<file path="src/rtl/hazard_sequencer.sv">
// Pipeline hazard control for the 5-stage RV32I core: forwarding selects, load-use stalls,
// branch flushes, memory-wait freeze with sticky timeout halt, and a stall-cycle counter.
module hazard_sequencer #(
    parameter int TIMEOUT = 16,
    parameter int CNT_W   = 16
) (
    input  logic             i_Clk,
    input  logic             i_Reset,
    input  logic [4:0]       i_Rs1D,
    input  logic [4:0]       i_Rs2D,
    input  logic [4:0]       i_Rs1E,
    input  logic [4:0]       i_Rs2E,
    input  logic [4:0]       i_RdE,
    input  logic             i_LoadE,
    input  logic             i_PCSrcE,
    input  logic             i_RegWriteM,
    input  logic [4:0]       i_RdM,
    input  logic             i_RegWriteW,
    input  logic [4:0]       i_RdW,
    input  logic             i_MemReqM,
    input  logic             i_MemReadyM,
    output logic [1:0]       o_ForwardAE,
    output logic [1:0]       o_ForwardBE,
    output logic             o_StallF,
    output logic             o_StallD,
    output logic             o_StallE,
    output logic             o_StallM,
    output logic             o_FlushD,
    output logic             o_FlushE,
    output logic             o_FlushW,
    output logic             o_Halt,
    output logic [CNT_W-1:0] o_StallCycles,
    output logic [1:0]       o_State
);

    typedef enum logic [1:0] {
        ST_RUN   = 2'b00,
        ST_WAIT  = 2'b01,
        ST_ERROR = 2'b10
    } state_t;

    localparam logic [7:0]       WAIT_LAST = 8'(TIMEOUT - 1);
    localparam logic [CNT_W-1:0] CNT_MAX   = '1;

    state_t     state;
    logic [7:0] wait_cnt;
    logic       memwait;
    logic       load_use;

    // Writeback in M is newer than W, so it takes priority on a double match.
    function automatic logic [1:0] fwd_sel(input logic [4:0] rs);
        if (i_RegWriteM && (i_RdM != 5'd0) && (i_RdM == rs))
            return 2'b10;
        else if (i_RegWriteW && (i_RdW != 5'd0) && (i_RdW == rs))
            return 2'b01;
        else
            return 2'b00;
    endfunction

    assign memwait  = i_MemReqM & ~i_MemReadyM;
    assign load_use = i_LoadE & (i_RdE != 5'd0) & ((i_RdE == i_Rs1D) | (i_RdE == i_Rs2D));
    assign o_State  = state;

    always_comb begin
        o_ForwardAE = fwd_sel(i_Rs1E);
        o_ForwardBE = fwd_sel(i_Rs2E);
        o_StallF    = 1'b0;
        o_StallD    = 1'b0;
        o_StallE    = 1'b0;
        o_StallM    = 1'b0;
        o_FlushD    = 1'b0;
        o_FlushE    = 1'b0;
        o_FlushW    = 1'b0;
        // A freeze bubbles W so the held M instruction never writes back twice.
        if ((state == ST_ERROR) || memwait) begin
            o_StallF = 1'b1;
            o_StallD = 1'b1;
            o_StallE = 1'b1;
            o_StallM = 1'b1;
            o_FlushW = 1'b1;
        end else if (i_PCSrcE) begin
            o_FlushD = 1'b1;
            o_FlushE = 1'b1;
        end else if (load_use) begin
            o_StallF = 1'b1;
            o_StallD = 1'b1;
            o_FlushE = 1'b1;
        end
    end

    always_ff @(posedge i_Clk or negedge i_Reset) begin
        if (!i_Reset) begin
            state         <= ST_RUN;
            wait_cnt      <= 8'd0;
            o_Halt        <= 1'b0;
            o_StallCycles <= '0;
        end else begin
            if ((o_StallF || o_FlushE) && (o_StallCycles != CNT_MAX))
                o_StallCycles <= o_StallCycles + 1'b1;
            case (state)
                ST_RUN: begin
                    if (memwait) begin
                        state    <= ST_WAIT;
                        wait_cnt <= 8'd1;
                    end
                end
                ST_WAIT: begin
                    // A ready arriving on the timeout boundary still completes normally.
                    if (!memwait) begin
                        state    <= ST_RUN;
                        wait_cnt <= 8'd0;
                    end else if (wait_cnt == WAIT_LAST) begin
                        state  <= ST_ERROR;
                        o_Halt <= 1'b1;
                    end else begin
                        wait_cnt <= wait_cnt + 8'd1;
                    end
                end
                ST_ERROR: begin
                    state  <= ST_ERROR;
                    o_Halt <= 1'b1;
                end
                default: begin
                    state    <= ST_RUN;
                    wait_cnt <= 8'd0;
                end
            endcase
        end
    end

endmodule

</file>
<file path="config.mk">
export PLATFORM = sky130hd
export DESIGN_NAME = hazard_sequencer
export DESIGN_NICKNAME = d
export VERILOG_FILES = /design/src/rtl/hazard_sequencer.sv
export SDC_FILE = /design/constraint.sdc
export NUM_CORES = 1
export LEC_CHECK = 0
export BUFFER_PORTS_ARGS = -buffer_cell sky130_fd_sc_hd__buf_2
export CORE_MARGIN = 2
export CORE_UTILIZATION = 48
export DETAILED_ROUTE_END_ITERATION = 10
export PLACE_DENSITY = 0.89
export SETUP_SLACK_MARGIN = 0.2
export SYNTH_ARGS = -nofsm -noshare
export SYNTH_HDL_FRONTEND = slang
export SYNTH_SLANG_ARGS = --single-unit
</file>
<file path="constraint.sdc">
create_clock -name i_Clk -period 3.3 [get_ports i_Clk]
set_input_delay 0.99 -clock i_Clk [delete_from_list [all_inputs] [get_ports i_Clk]]
set_output_delay 0.99 -clock i_Clk [all_outputs]
set_load 0.1 [all_outputs]
</file>
## After elaboration in Yosys (flattened, before gate mapping)

Index checks and enable logic that the tools add are counted.

- Add/subtract/negate cells: 2
- Reduce and logical (&&, ||, !) cells: 17
- Multiplexer cells: 23
- Equality and inequality tests: 15
- Bitwise gates (word level): 6

Operator list:

| kind | count |
|---|---|
| $eq A5 B5 Y1 | 6 |
| $mux W8 | 3 |
| $pmux W8 S3 | 1 |
| $add A16 B1 Y16 const B | 1 |
| $ne A16 B16 Y1 const B | 1 |
| $reduce_bool A5 Y1 | 3 |
| $mux W1 | 12 |
| $mux W2 | 5 |
| $add A8 B1 Y8 const B | 1 |
| $eq A8 B4 Y1 const B | 1 |
| $logic_and A1 B1 Y1 | 7 |
| $ne A2 B2 Y1 const B | 3 |
| $ne A3 B3 Y1 const B | 2 |
| $pmux W2 S3 | 1 |
| $reduce_and A3 Y1 | 2 |
| $and A1 B1 Y1 | 3 |
| $eq A2 B1 Y1 const B | 1 |
| $eq A2 B2 Y1 const B | 1 |
| $logic_not A2 Y1 | 1 |
| $logic_or A1 B1 Y1 | 2 |
| $not A1 Y1 | 2 |
| $pmux W1 S2 | 1 |
| $reduce_and A2 Y1 | 1 |
| $reduce_bool A2 Y1 | 1 |
| $or A1 B1 Y1 | 1 |

- Register bits after elaboration: 27
- Input bits: 43
- Logic and storage cells: 67

## Logic depth before layout (Yosys ltp)

Gate-level depths: netlist of the first run.

- Word-level depth: 8
- Depth in mapped cells: 7
- Depth with buffers taken out: 6

## Worst setup path after synthesis of the first run

No wires, ideal clock.

- Kind: input-to-output
- Start point: input port i_RdM[4]
- End point: output port o_ForwardAE[0]
- Stages: 4
- Slack: -3.883 ns
- Data arrival time: 6.193 ns
- Required time: 2.310 ns
- Cells stage by stage: xnor2_1 -> nand3_1 -> nor4_1 -> nor4_1

- Cells in the longest elaborated chain, start to end: 4

Ends and longest elaborated chain:

| item | RTL line | source |
|---|---|---|
| from (decl) | 17 | `input logic [4:0] i_RdM,` |
| $reduce_bool A5 Y1 | 52 | `if (i_RegWriteM && (i_RdM != 5'd0) && (i_RdM == rs))` |
| $logic_and A1 B1 Y1 | 52 |  |
| $logic_and A1 B1 Y1 (*) | 52 |  |
| $mux W2 (*) | 52 |  |
| to (decl) | 22 | `output logic [1:0] o_ForwardAE,` |

Every way passes the cells marked *; elsewhere a longest branch is shown, timed or not.

## Worst setup path after layout of the first run

- Start point: input port i_RdW[4]
- End point: output port o_ForwardBE[0]

- Cells in the longest elaborated chain, start to end: 5

Ends and longest elaborated chain:

| item | RTL line | source |
|---|---|---|
| from (decl) | 19 | `input logic [4:0] i_RdW,` |
| $reduce_bool A5 Y1 | 54 | `else if (i_RegWriteW && (i_RdW != 5'd0) && (i_RdW == rs))` |
| $logic_and A1 B1 Y1 | 54 |  |
| $logic_and A1 B1 Y1 (*) | 54 |  |
| $mux W1 (*) | 54 |  |
| $mux W2 (*) | 52 |  |
| to (decl) | 23 | `output logic [1:0] o_ForwardBE,` |

Marks and branches as above.

==> summary.md, run 1 <==
| Metric | Value |
|---|---|
| CTS tree | built |
| Synth area leaders | dfrtp_1 (38%), xor2_1 (12%), xnor2_1 (10%), nand3_1 (4.8%), nand2_1 (3.8%) |
| Buf/Inv on CP | 2 |
| Leak | approximately 1.3 nW |
| Mapped Cells | approximately 190 |
| Drt pass-1 iters | 4 |
| Clk_lat worst skew | 0.27 ns |
| CP endpoint kind | output pin |
| Fmax | 296 MHz |
| Total gr overflow | 0 |
| Mux cell area share after synthesis | under 10% |
| WP data required | 2.31 ns |
| Post-route ant nets | 0 |
| Setup CP Type | input pin to output pin |
| Synth top area share | 37.9% |
| H-tree depth | 1 |
| Crit start category | input pin |
| Initial antenna violation count | 0 |
| Tot GR Track Use | 23.5% |
| Post-synth EDFFs | 0 |
| Final core utilization | 75.8% |
| Max cap viols | 0 |
| Failing checks | negative setup slack |
| Final Max Slew Viols | 0 |
| Residual DRC | 0 |
| Die Wd | 64.9 um |
| Tcrit/Tclk final | 102% |
| Largest net degree at the start of global routing | 28 |
| Fraction of layout cells with a size suffix above 1 | 46.5% |
| Final nets | 330 |
| Fill cells | 237 |
| Final setup violation count | 4 |
| Synth-to-Final Area Change | 53.4% |
| Synth Area in Adders | 1.40% |
| Hold depth | 1 |
| Pre-CTS setup slack | -0.128 ns |
| Clk_skew | roughly 0.0015 ns |
| Port bufs | 72 |
| Worst path cell trace | buf_2 > or4_1 > o21ai_1 > or4_4 > nor4_4 > buf_12 |
| Simple-gate share of the synthesized area | a little over a quarter |
| CP peak stage delay | 0.55 ns |
| Iteration-0 DRC Markers | 139 |
| YS warnings | 0 |
| Pwr dens | 482 nW/um^2 |
| Unrepaired setup endpoints after global routing | true |
| Max FO, Critical Path | 3 |
| Synth Area per Inst | around 9 sq um |
| Die area | 4220 sq um |
| Hold WS | around 0.47 ns |
| Main combinational cell family by area after synthesis | simple AND/OR/NAND/NOR gates |
| Antenna cells | 0 |
| Arrival time at the worst endpoint | 2.39 ns |
| Fin crit period | 3.38 ns |
| Initial Utilization | 49.4% |
| Cell Area, Synth | between 1500 and 2000 sq um |
| CP delay by family, top | simple AND/OR/NAND/NOR gates |
| DR WL/cell | between 10 and 15 um |
| Post-synth top cells | dfrtp_1 (27), xor2_1 (25), xnor2_1 (21) |
| Hold Path Class | register to register |
| FF+latch area | 677 sq um |
| Peak VDD IR | 277 uV |
| Die Height | 64.9 um |
| Multi-input combinational cell area | 1250 sq um |
| Ys flop type | dfrtp_1 |
| Vias in the first global route | 1768 |
| Worst-path clk slew | 0.08 ns |
| Flop2flop setup slack | 1.16 ns |
| Synth unique cells | 34 |
| Core box area | 3610 sq um |
| Clock Sinks | 27 |
| Max clock buf depth | 2 |
| CTS root buf | clkbuf_8 |
| Num CTS Buffers | 3 |
| Post-synth ARST share | 100% |
| Via density | between 5 and 6 |
| Via count | 1821 |
| Sequential area share after synthesis | 37.9% |
| Hold Crit Start | o_Halt$_DFFE_PN0P_ |
| Synth Area in XOR/XNOR | 22.6% |
| Biggest area consumer among synthesized cells | dfrtp_1 |
| Worst-case reg-to-reg path depth | 6 |
| Outcome | finished with violations |
| Compound-Gate Fraction of Synth Area | 6.53% |
| Final weighted congestion in routability-driven placement | 0.843 |
| Hold EP | o_Halt$_DFFE_PN0P_ |
| Cts hold-fix bufs | 0 |
| FF-to-FF End | o_StallCycles[1]$_DFFE_PN0P_ |
| FP Rows | 22 |
| Most numerous cell in the Yosys netlist | dfrtp_1 |
| Hold Fails Final Rpt | 0 |
| Yosys reg bits | 27 |
| Slowest cell on crit path | or4_4 |
| Net count after synthesis | ~240 |
| Drt total wl | 4.66 mm |
| Worst slew margin | a little over half |
| First-pass GRT wire length | roughly 7.7 mm |
| FF-to-FF Start | o_StallCycles[6]$_DFFE_PN0P_ |
| Post-detail-place hpwl | 3.75 mm |
| Tightest Pin Transition | 0.689 ns |
| IO Count | 73 |
| Post-route setup slack | -0.0758 ns |
==> cells in the final DEF, fill, tap and decap left out, types with 2 or more instances in the layout <==
master / instances
xnor2_1: 15
nand2b_1: 2
nand3_1: 16
nand2_1: 17
buf_8: 2
nor4_4: 4
o22ai_1: 6
or4_4: 4
and3_2: 2
xor2_1: 25
o21ai_4: 2
or2_2: 2
nor3_1: 4
and3_1: 7
nand3_2: 2
buf_12: 7
dfrtp_1: 26
clkbuf_8: 3
buf_4: 15
mux2_2: 3
o21ai_1: 2
xnor2_2: 6
o21ai_0: 4
nand4_1: 5
a21oi_1: 3
ha_1: 2
nor2_2: 2
buf_6: 11
nor2_1: 11
buf_2: 59
==> through the flow <==
stage	power, mW	cell area [sq um]	std cells	TNS [ns]
after floorplan	0.954	1950	193	-2.08
after global placement	1.10	2550	326	-0.353
after detailed placement	1.12	2550	326	-0.413
after CTS	1.32	2710	332	-0.232
after global routing	1.37	2730	332	-0.367
final	1.32	2730	332	-0.181
==> area by class of cell <==
type	instances	share of cell area, %
multi-input cells	159	45.7
repair buffers	94	25.7
clock buffers	4	1.65
well taps	48	2.20
flip-flops and latches	27	24.8
==> report_power, final <==
group	internal (mW)	switching (mW)	total, mW
Clock	0.0864	0.0952	0.182
Combinational	0.181	0.515	0.696
Sequential	0.378	0.0626	0.441
==> registers in the layout, indices dropped and copies added, names as in the netlist <==
| name | count |
|---|---|
| o_State | 2 |
| wait_cnt | 8 |
| o_StallCycles | 16 |
| o_Halt | 1 |
==> worst register-to-register path: stages, from the launching register on <==
cell     delay (ns)
dfrtp_1        0.43
and3_1         0.21
and3_4         0.20
nor2b_4        0.14
or4b_4         0.55
nand2_1        0.16
mux2_2         0.34
==> worst max path at each step <==
stage | start | endpoint | slack, ns | cells after the start
final | i_RdW[4] | o_ForwardBE[0] | -0.08 | 6
after global routing | i_RdW[4] | o_ForwardAE[0] | -0.12 | 6
after CTS | i_RdM[1] | o_ForwardAE[0] | -0.12 | 6
after detailed placement | i_RdW[4] | o_ForwardBE[0] | -0.13 | 6
after global placement | i_RdW[4] | o_ForwardAE[0] | -0.11 | 6
after floorplan | i_RdM[1] | o_ForwardAE[0] | -0.63 | 4
==> routing by layer <==
| layer | GRT usage (%) | vias to the layer above | part of all wire, % |
|---|---|---|---|
| li1 | - | 869 | - |
| met2 | 43.8 | 88 | 53 |
| met3 | 1.74 | 10 | 6.2 |
| met1 | 27.6 | 854 | 39 |
| met4 | 9.57 | 0 | 2.3 |
| met5 | 0 | - | 0 |
==> kinds of logic after synthesis <==
logic type,Yosys count
AND/OR/NAND/NOR,87
flip-flops,27
AO/OA/AOI/OAI,20
buffers and inverters,7
adder cells (fa/ha/maj),2
multiplexers,4
XOR/XNOR,46
==> what timing repair did <==
action,in CTS,in global routing
endpoints found under the setup margin,7,7
pin swaps,8,6
setup buffers,2,0
gates resized for setup,25,5
Power figures use the tool's default switching activity.
==> run 2, diff against run 1 <==
--- a/config.mk
+++ b/config.mk
@@ -5,8 +5,8 @@
 export SDC_FILE = /design/constraint.sdc
 export NUM_CORES = 1
 export LEC_CHECK = 0
-export BUFFER_PORTS_ARGS = -buffer_cell sky130_fd_sc_hd__buf_2
-export CORE_MARGIN = 2
+export BUFFER_PORTS_ARGS = -buffer_cell sky130_fd_sc_hd__clkbuf_2
+export CORE_MARGIN = 1
 export CORE_UTILIZATION = 48
 export DETAILED_ROUTE_END_ITERATION = 10
 export PLACE_DENSITY = 0.89
==> summary.md, run 2 (same netlist as run 1, synthesis figures left out) <==
| Metric | Value |
|---|---|
| Failing checks | negative setup slack |
| Post-route setup slack | -0.0792 ns (-0.00341 ns) |
| Largest net degree at the start of global routing | 28 (unchanged) |
| CTS root buf | clkbuf_8 |
| Core box area | 3440 sq um (-4.5%) |
| Leak | 1.26 nW (-0.46%) |
| Clock Sinks | 27 (unchanged) |
| Tot GR Track Use | 25.8% (+2.3 points) |
| Fin crit period | 3.38 ns (+0.00341 ns) |
| Tcrit/Tclk final | 102% (+0.10 points) |
| CP endpoint kind | output pin |
| Initial antenna violation count | 0 (unchanged) |
| IO Count | 73 (unchanged) |
| Combinational share of power | 52.4% (-0.4 points) |
| Hold depth | 1 (unchanged) |
| Final weighted congestion in routability-driven placement | 0.833 (-1.1%) |
| Flop2flop setup slack | 1.10 ns (-0.06 ns) |
| H-tree depth | 1 (unchanged) |
| Peak VDD IR | 277 uV (about the same) |
| FF-to-FF Start | o_State[0]$_DFFE_PN0P_ |
| Clk_skew | 0.00535 ns (+0.00387 ns) |
| Hold Path Class | register to register |
| Synth-to-Final Area Change | 53.8% |
| Worst-case reg-to-reg path depth | 7 (+1) |
| Max cap viols | 0 (unchanged) |
| Sequential share of power | 33.3% (about the same) |
| Hold EP | o_StallCycles[5]$_DFFE_PN0P_ |
| Pwr dens | 487 nW/um^2 (+0.89%) |
| Final core utilization | 79.6% (+3.8 points) |
| Die Height | 62.9 um (-3.1%) |
| Clk_lat worst skew | 0.28 ns (about the same) |
| Drt pass-1 iters | 4 (unchanged) |
| FF-to-FF End | o_StallCycles[13]$_DFFE_PN0P_ |
| Post-detail-place hpwl | 3.78 mm (+0.80%) |
| Crit start category | input pin |
| CP delay by family, top | simple AND/OR/NAND/NOR gates |
| Via count | 1828 (+0.38%) |
| Final setup violation count | 2 (-2) |
| CP peak stage delay | 0.54 ns (about the same) |
| CTS tree | built |
| Most frequent cells in the layout | clkbuf_2 (55), dfrtp_1 (26), xor2_1 (24), buf_4 (18), nand2_1 (17) |
| Largest Register | o_StallCycles |
| Layout Cells excl Fill | 327 (-1.5%) |
| Unrepaired setup endpoints after global routing | true |
| Post-route ant nets | 0 (unchanged) |
| Max clock buf depth | 2 (unchanged) |
| Die Wd | 62.9 um (-3.1%) |
| DR WL/cell | 15.1 um (+7.8%) |
| Clock power share | 14.3% (+0.5 points) |
| Max FFs per register | 16 (unchanged) |
| Worst slew margin | 35.0% (-19 points) |
| P_int | 0.643 mW (-0.37%) |
| Fraction of layout cells with a size suffix above 1 | 47.7% (+1.2 points) |
| Final Max Slew Viols | 0 (unchanged) |
| Buf/Inv on CP | 3 (+1) |
| Num CTS Buffers | 3 (unchanged) |
| Drt total wl | 4.95 mm (+6.2%) |
| Placed Cells | 319 (-2.1%) |
| Via density | 5.59 (+1.9%) |
| Max FO, Critical Path | 2 (-1) |
| Worst path cell trace | buf_6 > or4_4 > o21ai_4 > buf_6 > nor4_4 > nor4_4 > buf_12 |
| Total gr overflow | 0 (unchanged) |
| Outcome | finished with violations |
| Final nets | 327 (-0.91%) |
| Setup TNS | -0.137 ns (+0.0439 ns) |
| WP data required | 2.31 ns (about the same) |
| Hold Fails Final Rpt | 0 (unchanged) |
| First-pass GRT wire length | 8.02 mm (+3.7%) |
| Arrival time at the worst endpoint | 2.39 ns (about the same) |
| Initial Utilization | 51.8% (+2.4 points) |
| Vias in the first global route | 1797 (+1.6%) |
| Slowest cell on crit path | or4_4 |
| Final Power | 1.33 mW (+1.1%) |
| Most common cell after layout, fill and taps aside | clkbuf_2 |
| Tightest Pin Transition | 0.968 ns (+0.280 ns) |
| Iteration-0 DRC Markers | 130 (-6.5%) |
| Setup CP Type | input pin to output pin |
| Hold WS | 0.512 ns (+0.0439 ns) |
| FP Rows | 21 (-4.5%) |
| Fmax | 296 MHz (-0.10%) |
| Residual DRC | 0 (unchanged) |
| Hold Crit Start | o_StallCycles[5]$_DFFE_PN0P_ |
| Die area | 3960 sq um (-6.1%) |
| Antenna cells | 0 (unchanged) |
| Worst-path clk slew | 0.09 ns (about the same) |
| Net switching share of the total power | 51.7% (+0.72 points) |
| P_sw | 0.690 mW (+2.6%) |
| Port bufs | 72 (unchanged) |
[run 2: cell count changes in the layout (fill, tap and decap cells not counted), moves of 2 or more]
cell and delta:
nor3_2 +2, nor3_1 -2, clkbuf_2 +55, buf_6 -4, o21ai_2 +2, buf_2 -58, buf_4 +3
[run 2: metrics by stage]
stage / setup WS, ns / cell area, sq um
after floorplan: -0.631 / 1950
after global placement: -0.119 / 2550
after detailed placement: -0.152 / 2550
after CTS: -0.128 / 2660
after global routing: -0.104 / 2740
final: -0.0792 / 2740
[run 2: layout make-up]
class / count / area (sq um)
clock inverters: 1 / 5.00
repair buffers: 91 / 683
well taps: 46 / 57.6
fillers: 223 / 702
multi-input cells: 159 / 1280
flip-flops and latches: 27 / 677
clock buffers: 3 / 41.3
[run 2: metal layers]
layer  up-vias  GRT usage, %  routed length, um
met5         -             0                  0
met4         0          11.6                163
met3        16          4.01                270
met2        89          48.5               2600
met1       863          27.8               1920
li1        860             -                  -
[run 2: power groups by stage]
stage / sequential (mW) / combinational, mW / clock, mW
floorplan: 0.747 / 0.207 / 0
global placement: 0.441 / 0.659 / 0
detailed placement: 0.450 / 0.675 / 0
CTS: 0.443 / 0.685 / 0.191
global route: 0.452 / 0.729 / 0.203
finish: 0.444 / 0.699 / 0.191
[run 2: worst max-delay path by stage]
stage                     cells after the start        endpoint  startpoint  slack (ns)
final                                         7  o_ForwardBE[0]    i_RdM[2]       -0.08
after global routing                          6  o_ForwardBE[0]    i_RdW[4]       -0.10
after CTS                                     6  o_ForwardAE[0]    i_RdM[2]       -0.13
after detailed placement                      6  o_ForwardAE[0]    i_RdW[4]       -0.15
after global placement                        6  o_ForwardAE[0]    i_RdW[4]       -0.12
after floorplan                               4  o_ForwardAE[0]    i_RdM[1]       -0.63
[run 2: what timing repair did]
item	in CTS	in global routing
endpoints found under the hold margin	0	0
buffers inserted	4	0
pin swaps	10	8
hold buffers	0	0
resized for setup	7	24
endpoints found under the setup margin	7	7
==> run 3, diff against run 2 <==
--- a/config.mk
+++ b/config.mk
@@ -5,6 +5,7 @@
 export SDC_FILE = /design/constraint.sdc
 export NUM_CORES = 1
 export LEC_CHECK = 0
+export ABC_CLOCK_PERIOD_IN_PS = 3750
 export BUFFER_PORTS_ARGS = -buffer_cell sky130_fd_sc_hd__clkbuf_2
 export CORE_MARGIN = 1
 export CORE_UTILIZATION = 48
==> constraint.sdc (replaced) <==
create_clock -name i_Clk -period 3.75 [get_ports i_Clk]
set_input_delay 1.125 -clock i_Clk [delete_from_list [all_inputs] [get_ports i_Clk]]
set_output_delay 1.125 -clock i_Clk [all_outputs]
set_load 0.1 [all_outputs]
==> summary.md, run 3 (same netlist as run 1, synthesis figures left out) <==
| Metric | Value |
|---|---|
| Initial antenna violation count | 0 (unchanged) |
| H-tree depth | 1 (unchanged) |
| Drt pass-1 iters | 4 (unchanged) |
| Drt total wl | 4.25 mm (-14%) |
| Post-route setup slack | 0.0442 ns (+0.123 ns) |
| Buf/Inv on CP | 2 (-1) |
| Clk_lat worst skew | 0.27 ns (about the same) |
| Tightest Pin Transition | 0.645 ns (-0.324 ns) |
| Iteration-0 DRC Markers | 124 (-4.6%) |
| Arrival time at the worst endpoint | 2.58 ns (+0.19 ns) |
| Worst slew margin | 57.0% (+22 points) |
| CP delay by family, top | simple AND/OR/NAND/NOR gates |
| Clk_skew | 0.00443 ns (-0.000927 ns) |
| Outcome | finished clean |
| Post-route ant nets | 0 (unchanged) |
| Core box area | 3440 sq um (unchanged) |
| Port bufs | 72 (unchanged) |
| Largest Register | o_StallCycles |
| Setup TNS | 0 ns (+0.137 ns) |
| Crit start category | input pin |
| Antenna cells | 0 (unchanged) |
| Synth-to-Final Area Change | 43.1% |
| CP peak stage delay | 0.54 ns (about the same) |
| Tcrit/Tclk final | 98.8% |
| Hold Path Class | register to register |
| Max FFs per register | 16 (unchanged) |
| Pwr dens | 445 nW/um^2 (-8.6%) |
| FF+latch area | 676 sq um (-0.18%) |
| Final Power | 1.13 mW (-15%) |
| Multi-input combinational cell area | 1230 sq um (-3.9%) |
| Tot GR Track Use | 22.5% (-3.3 points) |
| Die area | 3960 sq um (unchanged) |
| Final setup violation count | 0 (-2) |
| Vias in the first global route | 1666 (-7.3%) |
| Most common cell after layout, fill and taps aside | clkbuf_2 |
| Largest net degree at the start of global routing | 28 (unchanged) |
| CP endpoint kind | output pin |
| Via density | 5.45 (-2.5%) |
| Max cap viols | 0 (unchanged) |
| Via count | 1711 (-6.4%) |
| Die Height | 62.9 um (unchanged) |
| Slowest cell on crit path | or4_4 |
| Max clock buf depth | 2 (unchanged) |
| DR WL/cell | 13.5 um (-11%) |
| Cts hold-fix bufs | 0 (unchanged) |
| Max FO, Critical Path | 2 (unchanged) |
| Fin crit period | 3.71 ns |
| Crit-path most repeated cell | nor4_4 |
| Die Wd | 62.9 um (unchanged) |
| Most frequent cells in the layout | clkbuf_2 (59), dfrtp_1 (27), xor2_1 (25), nand3_1 (17), nand2_1 (17) |
| Num CTS Buffers | 3 (unchanged) |
| WP data required | 2.62 ns (+0.31 ns) |
| Fmax | ~270 MHz |
| Pre-CTS setup slack | -0.0227 ns (+0.130 ns) |
| Initial Utilization | 51.8% (unchanged) |
| Fraction of layout cells with a size suffix above 1 | 41.8% (-5.9 points) |
| Hold Fails Final Rpt | 0 (unchanged) |
| Residual DRC | 0 (unchanged) |
| Placed instance area | 2420 sq um (-5.1%) |
| Post-detail-place hpwl | 3.41 mm (-10%) |
| Peak VDD IR | 271 uV (-2.2%) |
| Design Area, Final | 2550 sq um (-6.9%) |
| Total gr overflow | 0 (unchanged) |
| CTS tree | built |
| Final nets | 314 (-4.0%) |
| Final core utilization | 74.1% (-5.5 points) |
| IO Count | 73 (unchanged) |
| Fill cells | 244 (+9.4%) |
| FP Rows | 21 (unchanged) |
| Worst-case reg-to-reg path depth | 6 (-1) |
| Hold depth | 1 (unchanged) |
| Worst-path clk slew | 0.09 ns (about the same) |
| CTS root buf | clkbuf_8 |
| Setup CP Type | input pin to output pin |
| Critical path depth | 6 (-1) |
| Clock Sinks | 27 (unchanged) |
| Unrepaired setup endpoints after global routing | true |
| Final Max Slew Viols | 0 (unchanged) |
| Worst path cell trace | buf_8 > or4_4 > o21ai_4 > nor4_4 > nor4_4 > buf_12 |
| Leak | 1.17 nW (-7.0%) |
| Final weighted congestion in routability-driven placement | 0.814 (-2.3%) |
| First-pass GRT wire length | 7.22 mm (-10%) |
[run 3: timing repair]
item	CTS	global route
resized for setup	2	20
setup buffers	3	1
gates cloned	0	0
pin swaps	5	5
endpoints found under the setup margin	3	5
[run 3: final timing paths]
path	from	end	slack [ns]
max	i_RdM[2]	o_ForwardBE[0]	0.04
min	o_Halt$_DFFE_PN0P_	o_Halt$_DFFE_PN0P_	0.48
max reg2reg	o_StallCycles[6]$_DFFE_PN0P_	o_StallCycles[1]$_DFFE_PN0P_	1.58
min reg2reg	o_Halt$_DFFE_PN0P_	o_Halt$_DFFE_PN0P_	0.48
max in group asynchronous	i_Reset	o_State[0]$_DFFE_PN0P_	2.47
min in group asynchronous	i_Reset	o_StallCycles[4]$_DFFE_PN0P_	0.86
[run 3: power by group]
part	switching, mW	internal (mW)	leakage (nW)	total (mW)
Combinational	0.440	0.142	0.790	0.582
Clock	0.0882	0.0761	0.0228	0.164
Sequential	0.0550	0.333	0.356	0.388
Total	0.584	0.550	1.17	1.13
[run 3: per-stage QoR]
stage | std cells | hold slack, ns
final | 314 | 0.480
after global routing | 314 | 0.490
after CTS | 313 | 0.479
after detailed placement | 306 | 0.459
after global placement | 306 | 0.456
after floorplan | 193 | 0.467
[run 3: area by class of cell]
cell class	count	share of cell area (%)
Tap cell	46	2.26
Clock buffer	4	1.77
Sequential cell	27	26.5
Timing Repair Buffer	78	21.4
Multi-Input combinational cell	159	48.1
[run 3: routing by layer]
| layer | global-route usage (%) | routed length, um | vias up |
|---|---|---|---|
| met5 | 0 | 0 | - |
| li1 | - | - | 831 |
| met2 | 40.5 | 2190 | 79 |
| met3 | 2.74 | 245 | 8 |
| met4 | 9.01 | 78 | 0 |
| met1 | 26.8 | 1750 | 793 |
